File: src/rtl/fpu_types.sv
// Shared FPU types: IEEE double layout, special-case flags and the
// classification helper used by the prenormalization pipeline.
package fpu_types;

    localparam int FLEN       = 64;
    localparam int FRAC_WIDTH = 52;
    localparam int EXPO_WIDTH = 11;
    localparam int BIAS       = 1023;

    typedef struct packed {
        logic                  sign;
        logic [EXPO_WIDTH-1:0] expo;
        logic [FRAC_WIDTH-1:0] frac;
    } fp_t;

    typedef struct packed {
        logic zero;
        logic inf;
        logic snan;
        logic qnan;
    } fp_special_case_t;

    typedef logic [EXPO_WIDTH-1:0] fp_shift_amt_t;

    // At most one flag is set; subnormals and normals leave all four clear.
    function automatic fp_special_case_t classify(input fp_t x);
        fp_special_case_t sc;
        logic             expo_max;
        logic             frac_zero;
        expo_max  = &x.expo;
        frac_zero = (x.frac == '0);
        sc.zero   = (x.expo == '0) && frac_zero;
        sc.inf    = expo_max && frac_zero;
        sc.qnan   = expo_max && x.frac[FRAC_WIDTH-1];
        sc.snan   = expo_max && !frac_zero && !x.frac[FRAC_WIDTH-1];
        return sc;
    endfunction

endpackage

File: src/rtl/fp_clz.sv
// Parameterized leading-zero counter; an all-zero input yields WIDTH.
module fp_clz #(
    parameter int WIDTH     = 52,
    parameter int CNT_WIDTH = $clog2(WIDTH + 1)
) (
    input  logic [WIDTH-1:0]     value,
    output logic [CNT_WIDTH-1:0] count
);

    // Scan upward so the highest set bit is the last one to update the count.
    always_comb begin
        count = CNT_WIDTH'(WIDTH);
        for (int i = 0; i < WIDTH; i++) begin
            if (value[i]) begin
                count = CNT_WIDTH'(WIDTH - 1 - i);
            end
        end
    end

endmodule

File: src/rtl/fp_prenormalize.sv
// Two-stage pipeline that classifies both operands and left-justifies
// subnormal fractions ahead of the divider, with valid/ready flow control.
module fp_prenormalize
    import fpu_types::*;
#(
    parameter int FLEN     = fpu_types::FLEN,
    parameter int ID_WIDTH = 3
) (
    input  logic                  clk,
    input  logic                  rst,
    input  logic                  flush,
    input  logic                  in_valid,
    output logic                  in_ready,
    input  logic [FLEN-1:0]       in_rs1,
    input  logic [FLEN-1:0]       in_rs2,
    input  logic [2:0]            in_rm,
    input  logic                  in_single,
    input  logic [ID_WIDTH-1:0]   in_id,
    output logic                  out_valid,
    input  logic                  out_ready,
    output fp_t                   out_rs1,
    output fp_t                   out_rs2,
    output logic                  out_rs1_hidden,
    output logic                  out_rs2_hidden,
    output fp_special_case_t      out_rs1_special_case,
    output fp_special_case_t      out_rs2_special_case,
    output fp_shift_amt_t         out_rs1_shift_amt,
    output fp_shift_amt_t         out_rs2_shift_amt,
    output logic [2:0]            out_rm,
    output logic                  out_single,
    output logic [ID_WIDTH-1:0]   out_id
);

    localparam int CLZ_WIDTH = $clog2(FRAC_WIDTH + 1);

    fp_t                  rs1_in;
    fp_t                  rs2_in;
    logic [CLZ_WIDTH-1:0] clz1;
    logic [CLZ_WIDTH-1:0] clz2;

    logic                 s1_valid;
    fp_t                  s1_rs1;
    fp_t                  s1_rs2;
    fp_special_case_t     s1_sc1;
    fp_special_case_t     s1_sc2;
    logic [CLZ_WIDTH-1:0] s1_clz1;
    logic [CLZ_WIDTH-1:0] s1_clz2;
    logic [2:0]           s1_rm;
    logic                 s1_single;
    logic [ID_WIDTH-1:0]  s1_id;

    logic                 s2_valid;
    logic                 s1_advance;
    logic                 s2_advance;

    logic                 sub1;
    logic                 sub2;
    logic [FRAC_WIDTH-1:0] frac1_norm;
    logic [FRAC_WIDTH-1:0] frac2_norm;
    fp_shift_amt_t        shift1;
    fp_shift_amt_t        shift2;

    assign rs1_in = in_rs1;
    assign rs2_in = in_rs2;

    fp_clz #(.WIDTH(FRAC_WIDTH), .CNT_WIDTH(CLZ_WIDTH)) u_clz_rs1 (
        .value (rs1_in.frac),
        .count (clz1)
    );

    fp_clz #(.WIDTH(FRAC_WIDTH), .CNT_WIDTH(CLZ_WIDTH)) u_clz_rs2 (
        .value (rs2_in.frac),
        .count (clz2)
    );

    // A stage moves forward when it is empty or the stage after it moves.
    always_comb begin
        s2_advance = !s2_valid || out_ready;
        s1_advance = !s1_valid || s2_advance;
        in_ready   = s1_advance;
        out_valid  = s2_valid;
    end

    // Subnormals shift by leading zeros plus one so the leading one drops out
    // as the implicit bit; everything else passes its fraction through.
    always_comb begin
        sub1       = (s1_rs1.expo == '0) && (s1_rs1.frac != '0);
        sub2       = (s1_rs2.expo == '0) && (s1_rs2.frac != '0);
        shift1     = '0;
        shift2     = '0;
        frac1_norm = s1_rs1.frac;
        frac2_norm = s1_rs2.frac;
        if (sub1) begin
            shift1     = fp_shift_amt_t'(s1_clz1) + fp_shift_amt_t'(1);
            frac1_norm = s1_rs1.frac << (s1_clz1 + CLZ_WIDTH'(1));
        end
        if (sub2) begin
            shift2     = fp_shift_amt_t'(s1_clz2) + fp_shift_amt_t'(1);
            frac2_norm = s1_rs2.frac << (s1_clz2 + CLZ_WIDTH'(1));
        end
    end

    // Only the valid bits are reset; flush empties both stages at once.
    always_ff @(posedge clk) begin
        if (!rst || flush) begin
            s1_valid <= 1'b0;
            s2_valid <= 1'b0;
        end else begin
            if (s2_advance) begin
                s2_valid <= s1_valid;
            end
            if (s1_advance) begin
                s1_valid <= in_valid;
            end
        end
    end

    // Stage 1 captures raw operands, their classification and CLZ results.
    always_ff @(posedge clk) begin
        if (s1_advance && in_valid) begin
            s1_rs1    <= rs1_in;
            s1_rs2    <= rs2_in;
            s1_sc1    <= classify(rs1_in);
            s1_sc2    <= classify(rs2_in);
            s1_clz1   <= clz1;
            s1_clz2   <= clz2;
            s1_rm     <= in_rm;
            s1_single <= in_single;
            s1_id     <= in_id;
        end
    end

    // Stage 2 captures the normalized operands and drives every output.
    always_ff @(posedge clk) begin
        if (s2_advance && s1_valid) begin
            out_rs1              <= '{sign: s1_rs1.sign, expo: s1_rs1.expo, frac: frac1_norm};
            out_rs2              <= '{sign: s1_rs2.sign, expo: s1_rs2.expo, frac: frac2_norm};
            out_rs1_hidden       <= (s1_rs1.expo != '0);
            out_rs2_hidden       <= (s1_rs2.expo != '0);
            out_rs1_special_case <= s1_sc1;
            out_rs2_special_case <= s1_sc2;
            out_rs1_shift_amt    <= shift1;
            out_rs2_shift_amt    <= shift2;
            out_rm               <= s1_rm;
            out_single           <= s1_single;
            out_id               <= s1_id;
        end
    end

endmodule

File: config.mk
export PLATFORM = sky130hd
export DESIGN_NAME = fp_prenormalize
export DESIGN_NICKNAME = d
export VERILOG_FILES = /design/src/rtl/fpu_types.sv /design/src/rtl/fp_clz.sv /design/src/rtl/fp_prenormalize.sv
export SDC_FILE = /design/constraint.sdc
export NUM_CORES = 1
export LEC_CHECK = 0
export BUFFER_PORTS_ARGS = -buffer_cell sky130_fd_sc_hd__buf_2
export CORE_UTILIZATION = 40
export DETAILED_ROUTE_END_ITERATION = 8
export RECOVER_POWER = 50
export SLEW_MARGIN = 0
export SYNTH_ARGS = -nofsm -noshare
export SYNTH_HDL_FRONTEND = slang
export SYNTH_SLANG_ARGS = --single-unit
File: constraint.sdc
create_clock -name clk -period 7.69 [get_ports clk]
set_input_delay 0.3845 -clock clk [delete_from_list [all_inputs] [get_ports clk]]
set_output_delay 0.3845 -clock clk [all_outputs]
set_load 0.005 [all_outputs]
==> results of run 1 <==
flip-flops by register name, summed over array words and instances (netlist names), 3 cells and up:
name	cells
s1_id	3
s1_clz2	6
out_rs2_special_case	4
out_rs1	64
out_rm	3
s1_clz1	6
s1_rm	3
out_rs1_special_case	4
out_rs2_shift_amt	7
s1_sc2	4
out_rs2	64
s1_rs2	64
s1_sc1	4
out_id	3
s1_rs1	64
out_rs1_shift_amt	7
worst max-delay path, stage by stage (launching register included):
cell and delay, ns:
edfxtp_1 0.54, nor4_1 0.55, nand4_1 0.18, nor4_1 0.76, or2_2 0.86, buf_4 0.49, nor3_1 0.25, a22oi_1 0.24
o31ai_1 0.11
through the flow:
step | setup WS (ns) | util, % | hold slack [ns]
after global routing | 3.45 | 47.1 | 0.0508
after detailed placement | 3.60 | 45.1 | 0.405
final | 3.42 | 47.1 | 0.0664
after CTS | 3.62 | 47.7 | 0.00106
after global placement | 3.63 | 45.1 | 0.401
after floorplan | 2.62 | - | 0.400
synth_stat cells (all sizes together), types with 10 or more instances:
cell | count | share of area [%]
nand2 | 253 | 5.1
nand3 | 39 | 1.1
buf | 87 | 2.7
o21ai | 110 | 3.0
a22o | 18 | 0.85
inv | 28 | 0.57
o211ai | 10 | 0.41
mux2i | 70 | 3.8
a31oi | 27 | 0.95
or3 | 10 | 0.34
o31ai | 13 | 0.53
a211oi | 12 | 0.49
o221ai | 14 | 0.66
mux2 | 12 | 0.73
nor3 | 57 | 1.5
and3 | 28 | 0.95
nor4 | 58 | 2.0
nand4 | 10 | 0.34
mux4 | 98 | 12
edfxtp | 314 | 51
clkbuf | 29 | 0.59
a21oi | 94 | 2.6
nor2 | 136 | 2.8
per-layer routing:
| metal | part of all wire, % | up-vias | global-route usage [%] |
|---|---|---|---|
| met4 | 3.0 | 0 | 9.86 |
| met1 | 43 | 7691 | 40.3 |
| met5 | 0 | - | 0 |
| met3 | 11 | 111 | 5.31 |
| li1 | - | 6907 | - |
| met2 | 43 | 1045 | 38.8 |
how the worst max path moves through the flow:
stage / from / end / cells after the start
after global placement: s1_rs1[45]$_DFFE_PP_ / out_rs1[39]$_DFFE_PP_ / 7
after floorplan: out_valid$_SDFFE_PP0P_ / out_id[0]$_DFFE_PP_ / 2
after global routing: s1_rs1[45]$_DFFE_PP_ / out_rs1[42]$_DFFE_PP_ / 8
final: s1_rs1[45]$_DFFE_PP_ / out_rs1[37]$_DFFE_PP_ / 8
after CTS: s1_rs1[45]$_DFFE_PP_ / out_rs1[36]$_DFFE_PP_ / 7
after detailed placement: s1_rs1[45]$_DFFE_PP_ / out_rs1[42]$_DFFE_PP_ / 8
final cells by class:
class | count | area share, %
Sequential cell | 316 | 44.2
Multi-Input combinational cell | 1181 | 39.6
Timing Repair Buffer | 332 | 6.93
Clock buffer | 42 | 4.41
Tap cell | 600 | 3.50
Clock inverter | 22 | 0.724
Inverter | 28 | 0.491
Antenna cell | 14 | 0.164
power groups by stage:
| stage | Clock, mW | Sequential [mW] | Combinational (mW) |
|---|---|---|---|
| 2_1_floorplan | 0 | 2.06 | 0.535 |
| 3_3_place_gp | 0 | 2.08 | 0.810 |
| 3_5_place_dp | 0 | 2.09 | 0.806 |
| 4_1_cts | 1.66 | 2.05 | 0.812 |
| 5_1_grt | 1.72 | 2.06 | 0.873 |
| 6_report | 1.63 | 2.06 | 0.820 |
cell families (layout without fill, tap and decap cells):
family | count (synthesis) | after routing | synth area share [%]
AO/OA/AOI/OAI | 353 | 353 | 12.1
XOR/XNOR | 12 | 12 | 0.730
adder cells (fa/ha/maj) | 2 | 2 | 0.135
buffers and inverters | 144 | 424 | 3.85
flip-flops | 316 | 316 | 51.2
multiplexers | 180 | 180 | 16.5
other | 1 | 22 | 0.0203
AND/OR/NAND/NOR | 626 | 626 | 15.5
what timing repair did:
action,4_1_cts,5_1_grt
hold endpoints to repair,9,0
hold buffers,9,0
setup endpoints to repair,0,0
==> impl_metrics.tcl, run 1 <==
set metrics [dict create \
    status "finished with violations" \
    violations "capacitance limit, slew limit" \
    cts.clk_slew.worst_paths_ns 0.06 \
    seqCellArea_mm2 0.00947 \
    maxSlewHeadroom_pct -45.0 \
    post_cts.repair.setup_buffers 0 \
    peakVddDrop_v 0.000180 \
    comb_power_share_pct 18.2 \
    hpwl_mm 48.0 \
    crit_fanout 45 \
    worstPathRequired_ns 7.98 \
    final_common_cell "edfxtp_1" \
    ys_types 63 \
    row_count 78 \
    hold_path_class "in -> reg" \
    timing.fmax_ghz 0.234 \
    synth-seq-area-share_pct 51.2 \
    post-route-period-util_pct 55.5 \
    dieWidth_um 217 \
    port_buffers 300 \
    drt-pass1-iter-count 8 \
    cp-start-kind "flop" \
    drive_above_1_share_pct 14.8 \
    p_int_mw 3.20 \
    async_reset_ff_share_pct 0 \
    wl_per_cell_um 25.6 \
    clock_path_buffers 3 \
    gp_congestion 0.984 \
    dieArea_mm2 0.0471 \
    worstHoldStart "in_rs2[62]" \
    p_seq_share_pct 45.6 \
    clock_skew_ns 0.0344 \
    track_usage_pct 27.0 \
    dominantRegCellSynth "edfxtp_1" \
    fin_nets 2037 \
    dr_total_vias 15800 \
    clk_latency_ns 0.57 \
    rr_worst_depth 8 \
    dr.first_iter.drc_count 2237 \
    core_area_mm2 0.0455 \
    p_leak_nw 7.47 \
    rsz0062_at_grt "false" \
    multi_input_area_mm2 0.00848 \
    stdcell_count 2535 \
    reg2reg_to "out_rs1[37]$_DFFE_PP_" \
    clock-sinks 316 \
    synth_area_mm2 0.0185 \
    min_to "s1_rs2[62]$_DFFE_PP_" \
    drtAntennaViolNets 0 \
    final_area_mm2 0.0214 \
    syn_avg_cell_area_um2 11.3 \
    p_switching_mw 1.30 \
    hold_viol 0 \
    layout_common_cells "edfxtp_1, nand2_1, clkbuf_1, nor2_1, o21ai_0" \
    reg2reg_from "s1_rs1[45]$_DFFE_PP_" \
    setup_viol 0 \
    tightest_slew_ns 2.17 \
    die_h_um 217 \
    p_per_area_mw_per_mm2 210 \
    path_class "reg -> reg" \
    clkPwrFrac_pct 36.2 \
    dp.cells 2448 \
    root_buffer "clkbuf_16" \
    max_cap_violations 1 \
    synth_edf_count 314 \
    report.final.slew_viol_count 27 \
    cts_buffers 36 \
    grt_pass1_wl_mm 94.6 \
    grt_pass1_vias 14600 \
    n_fill_cell 4334 \
    cts_tree "done" \
    tns_ns 0 \
    sw_frac_of_total_pct 28.9 \
    hold_depth 1 \
    synth-seq-cells 316 \
    start_util_pct 40.7 \
    postSynthCellCount 1634 \
    drcViolationCount 0 \
    min_period_ns 4.27 \
    cts-resized-gates 0 \
    syn2layout_area_growth_pct 15.8 \
    cp-end-kind "flop" \
    rrSetupSlack_ns 3.42 \
    viasPerCell 6.21 \
    cp.arrival_ns 4.56 \
    postPlaceCellArea_mm2 0.0205 \
    h-tree-depth 2 \
    wl_mm 65.0 \
    grt_max_degree 81 \
    total_power_mw 4.51 \
    io_pins 309 \
    gr-total-overflow 0 \
    antenna_found_initial 14 \
    ys_warn_count 0 \
]
(Power assumes the default switching activity.)
==> inputs of run 2 (changes only) <==
--- a/config.mk
+++ b/config.mk
@@ -5,6 +5,7 @@
 export SDC_FILE = /design/constraint.sdc
 export NUM_CORES = 1
 export LEC_CHECK = 0
+export ABC_AREA = 1
 export BUFFER_PORTS_ARGS = -buffer_cell sky130_fd_sc_hd__buf_2
 export CORE_UTILIZATION = 40
 export DETAILED_ROUTE_END_ITERATION = 8
==> constraint.sdc (replaced) <==
create_clock -name clk -period 4.2 [get_ports clk]
set_input_delay 0.21 -clock clk [delete_from_list [all_inputs] [get_ports clk]]
set_output_delay 0.21 -clock clk [all_outputs]
set_load 0.005 [all_outputs]
==> impl_metrics.tcl, run 2 <==
set metrics [dict create \
    use_met1_pct 39.2 \
    io_pins 309 \
    layout_common_cells "nand2_1, edfxtp_1, o21ai_0, inv_1, clkbuf_1" \
    wl_per_cell_um 21.5 \
    crit_chain "nor4_1 > nand3_1 > inv_1 > nand2_1 > nor2_1 > clkinv_1 > o221ai_1" \
    synth_area_mm2 0.0182 \
    clock_skew_ns 0.0198 \
    root_buffer "clkbuf_16" \
    clk_latency_ns 0.56 \
    die_h_um 215 \
    ys_top_cells_by_count "nand2_1, edfxtp_1, o21ai_0" \
    cp-start-kind "flop" \
    path_class "reg -> reg" \
    finalWorstSetupSlack_ns 0.732 \
    comb_power_share_pct 19.6 \
    drcViolationCount 0 \
    antenna_found_initial 3 \
    p_switching_mw 2.51 \
    dp.cells 2957 \
    synth_top_area_cell "edfxtp_1" \
    grt_pass1_wl_mm 101 \
    drt-pass1-iter-count 7 \
    seqCellArea_mm2 0.00947 \
    cp_top_family "simple AND/OR/NAND/NOR gates" \
    dominantRegCellSynth "edfxtp_1" \
    grt_pass1_vias 16400 \
    report.final.slew_viol_count 87 \
    cp.buffers_inverters 2 \
    timing.fmax_ghz 0.288 \
    dieWidth_um 215 \
    final_common_cell "nand2_1" \
    dr.first_iter.drc_count 1844 \
    wl_mm 68.0 \
    cts_tree "done" \
    maxSlewHeadroom_pct -62.6 \
    synth-seq-cells 316 \
    ys_types 35 \
    gp_congestion 1.02 \
    drive_above_1_share_pct 7.68 \
    dieArea_mm2 0.0463 \
    ys_warn_count 0 \
    clock_path_buffers 3 \
    hold_viol 0 \
    viasPerCell 5.47 \
    crit_fanout 19 \
    hpwl_mm 50.6 \
    total_power_mw 8.43 \
    syn_avg_cell_area_um2 8.46 \
    row_count 77 \
    top_usage_layer "met2" \
    track_usage_pct 28.9 \
    ctsHoldBuffers 137 \
    p_seq_share_pct 44.0 \
    core_area_mm2 0.0445 \
    clock-sinks 316 \
    post_cts.repair.setup_buffers 0 \
    max_cap_violations 1 \
    p_leak_nw 9.15 \
    port_buffers 300 \
    status "finished with violations" \
    postSynthCellCount 2148 \
    drtAntennaViolNets 0 \
    use_met3_pct 4.64 \
    pre_cts_ws_ns 0.895 \
    max_stage_delay_ns 0.80 \
    clkPwrFrac_pct 36.4 \
    syn2layout_area_growth_pct 23.6 \
    sw_frac_of_total_pct 29.7 \
    tns_ns 0 \
    p_per_area_mw_per_mm2 376 \
    tightest_slew_ns 2.44 \
    grt_use_met2_pct 46.9 \
    async_reset_ff_share_pct 0 \
    worstPathRequired_ns 4.46 \
    cts-resized-gates 0 \
    dr_total_vias 17300 \
    stdcell_count 3158 \
    critPathSlowestCell "o221ai_1" \
    post-route-util_pct 50.4 \
    setup_viol 0 \
    min_period_ns 3.47 \
    h-tree-depth 2 \
    hold_path_class "in -> reg" \
    cts_buffers 36 \
    p_int_mw 5.93 \
    gr-total-overflow 0 \
    multi_input_area_mm2 0.00708 \
    cp.arrival_ns 3.73 \
    post-route-period-util_pct 82.6 \
    fin_nets 2682 \
    n_fill_cell 4349 \
    peakVddDrop_v 0.000307 \
    cp-end-kind "flop" \
    yosys.area.top_type_share_pct 51.9 \
    cts.clk_slew.worst_paths_ns 0.06 \
    synth_edf_count 314 \
    synth_area_leaders "edfxtp_1, nand2_1, o21ai_0, inv_1, mux2i_1" \
    grt_max_degree 102 \
    yosysMostFrequentCell "nand2_1" \
    rsz0062_at_grt "false" \
    synth-seq-area-share_pct 52.1 \
    violations "capacitance limit, slew limit" \
    start_util_pct 40.8 \
]
[run 2: cell types whose count changed in the layout (fill, tap and decap cells not counted), sizes merged, moves of 67 or more]
cell,delta
nand2,+325
a21oi,-67
inv,+255
dlygate4sd3,+128
o21ai,+186
mux4,-98
[run 2: metal layers]
metal	vias up	share of wire, %
met1	8189	42
li1	8105	-
met3	152	7.7
met5	-	0.038
met2	827	46
met4	4	3.6
[run 2: cell families after synthesis]
kind of cell | after synthesis | synth area share (%)
AND/OR/NAND/NOR | 862 | 19.2
AO/OA/AOI/OAI | 459 | 14.5
buffers and inverters | 418 | 9.11
flip-flops | 316 | 52.1
multiplexers | 86 | 4.74
XOR/XNOR | 4 | 0.193
adder cells (fa/ha/maj) | 2 | 0.138
other | 1 | 0.0206
[run 2: final cells by class]
class | count | share of cell area [%]
diodes | 2 | 0.0223
clock buffers | 41 | 4.10
clock inverters | 21 | 0.897
inverters | 297 | 5.23
multi-input cells | 1421 | 31.5
flip-flops and latches | 316 | 42.2
well taps | 592 | 3.30
repair buffers | 468 | 12.7
[run 2: per-stage QoR]
| stage | hold slack, ns | area (µm²) |
|---|---|---|
| global route | 0.0282 | 22500 |
| CTS | 0.00430 | 22700 |
| global placement | 0.388 | 20300 |
| floorplan | 0.309 | 18200 |
| detailed placement | 0.391 | 20300 |
| finish | 0.0172 | 22500 |
[run 2: tightest hold or removal path, delay by kind of cell]
kind | cells | cell delay, ns
buffers and inverters | 2 | 0.12
AND/OR/NAND/NOR | 1 | 0.11
AO/OA/AOI/OAI | 1 | 0.08
[run 2: power by group through the flow]
stage	clock, mW	combinational [mW]	sequential (mW)
after floorplan	0	0.968	3.75
final	3.07	1.65	3.71
after detailed placement	0	1.53	3.77
after global placement	0	1.55	3.77
after global routing	3.24	1.80	3.72
after CTS	3.13	1.64	3.70
[run 2: worst paths after layout]
kind,startpoint,endpoint,slack [ns],cells after the start
min,out_ready,s1_valid$_SDFFE_PP0N_,0.02,4
max,s1_rs2[53]$_DFFE_PP_,out_rs2[43]$_DFFE_PP_,0.73,7
min reg2reg,s1_sc1[2]$_DFFE_PP_,out_rs1_special_case[2]$_DFFE_PP_,0.42,0
max reg2reg,s1_rs2[53]$_DFFE_PP_,out_rs2[43]$_DFFE_PP_,0.73,7
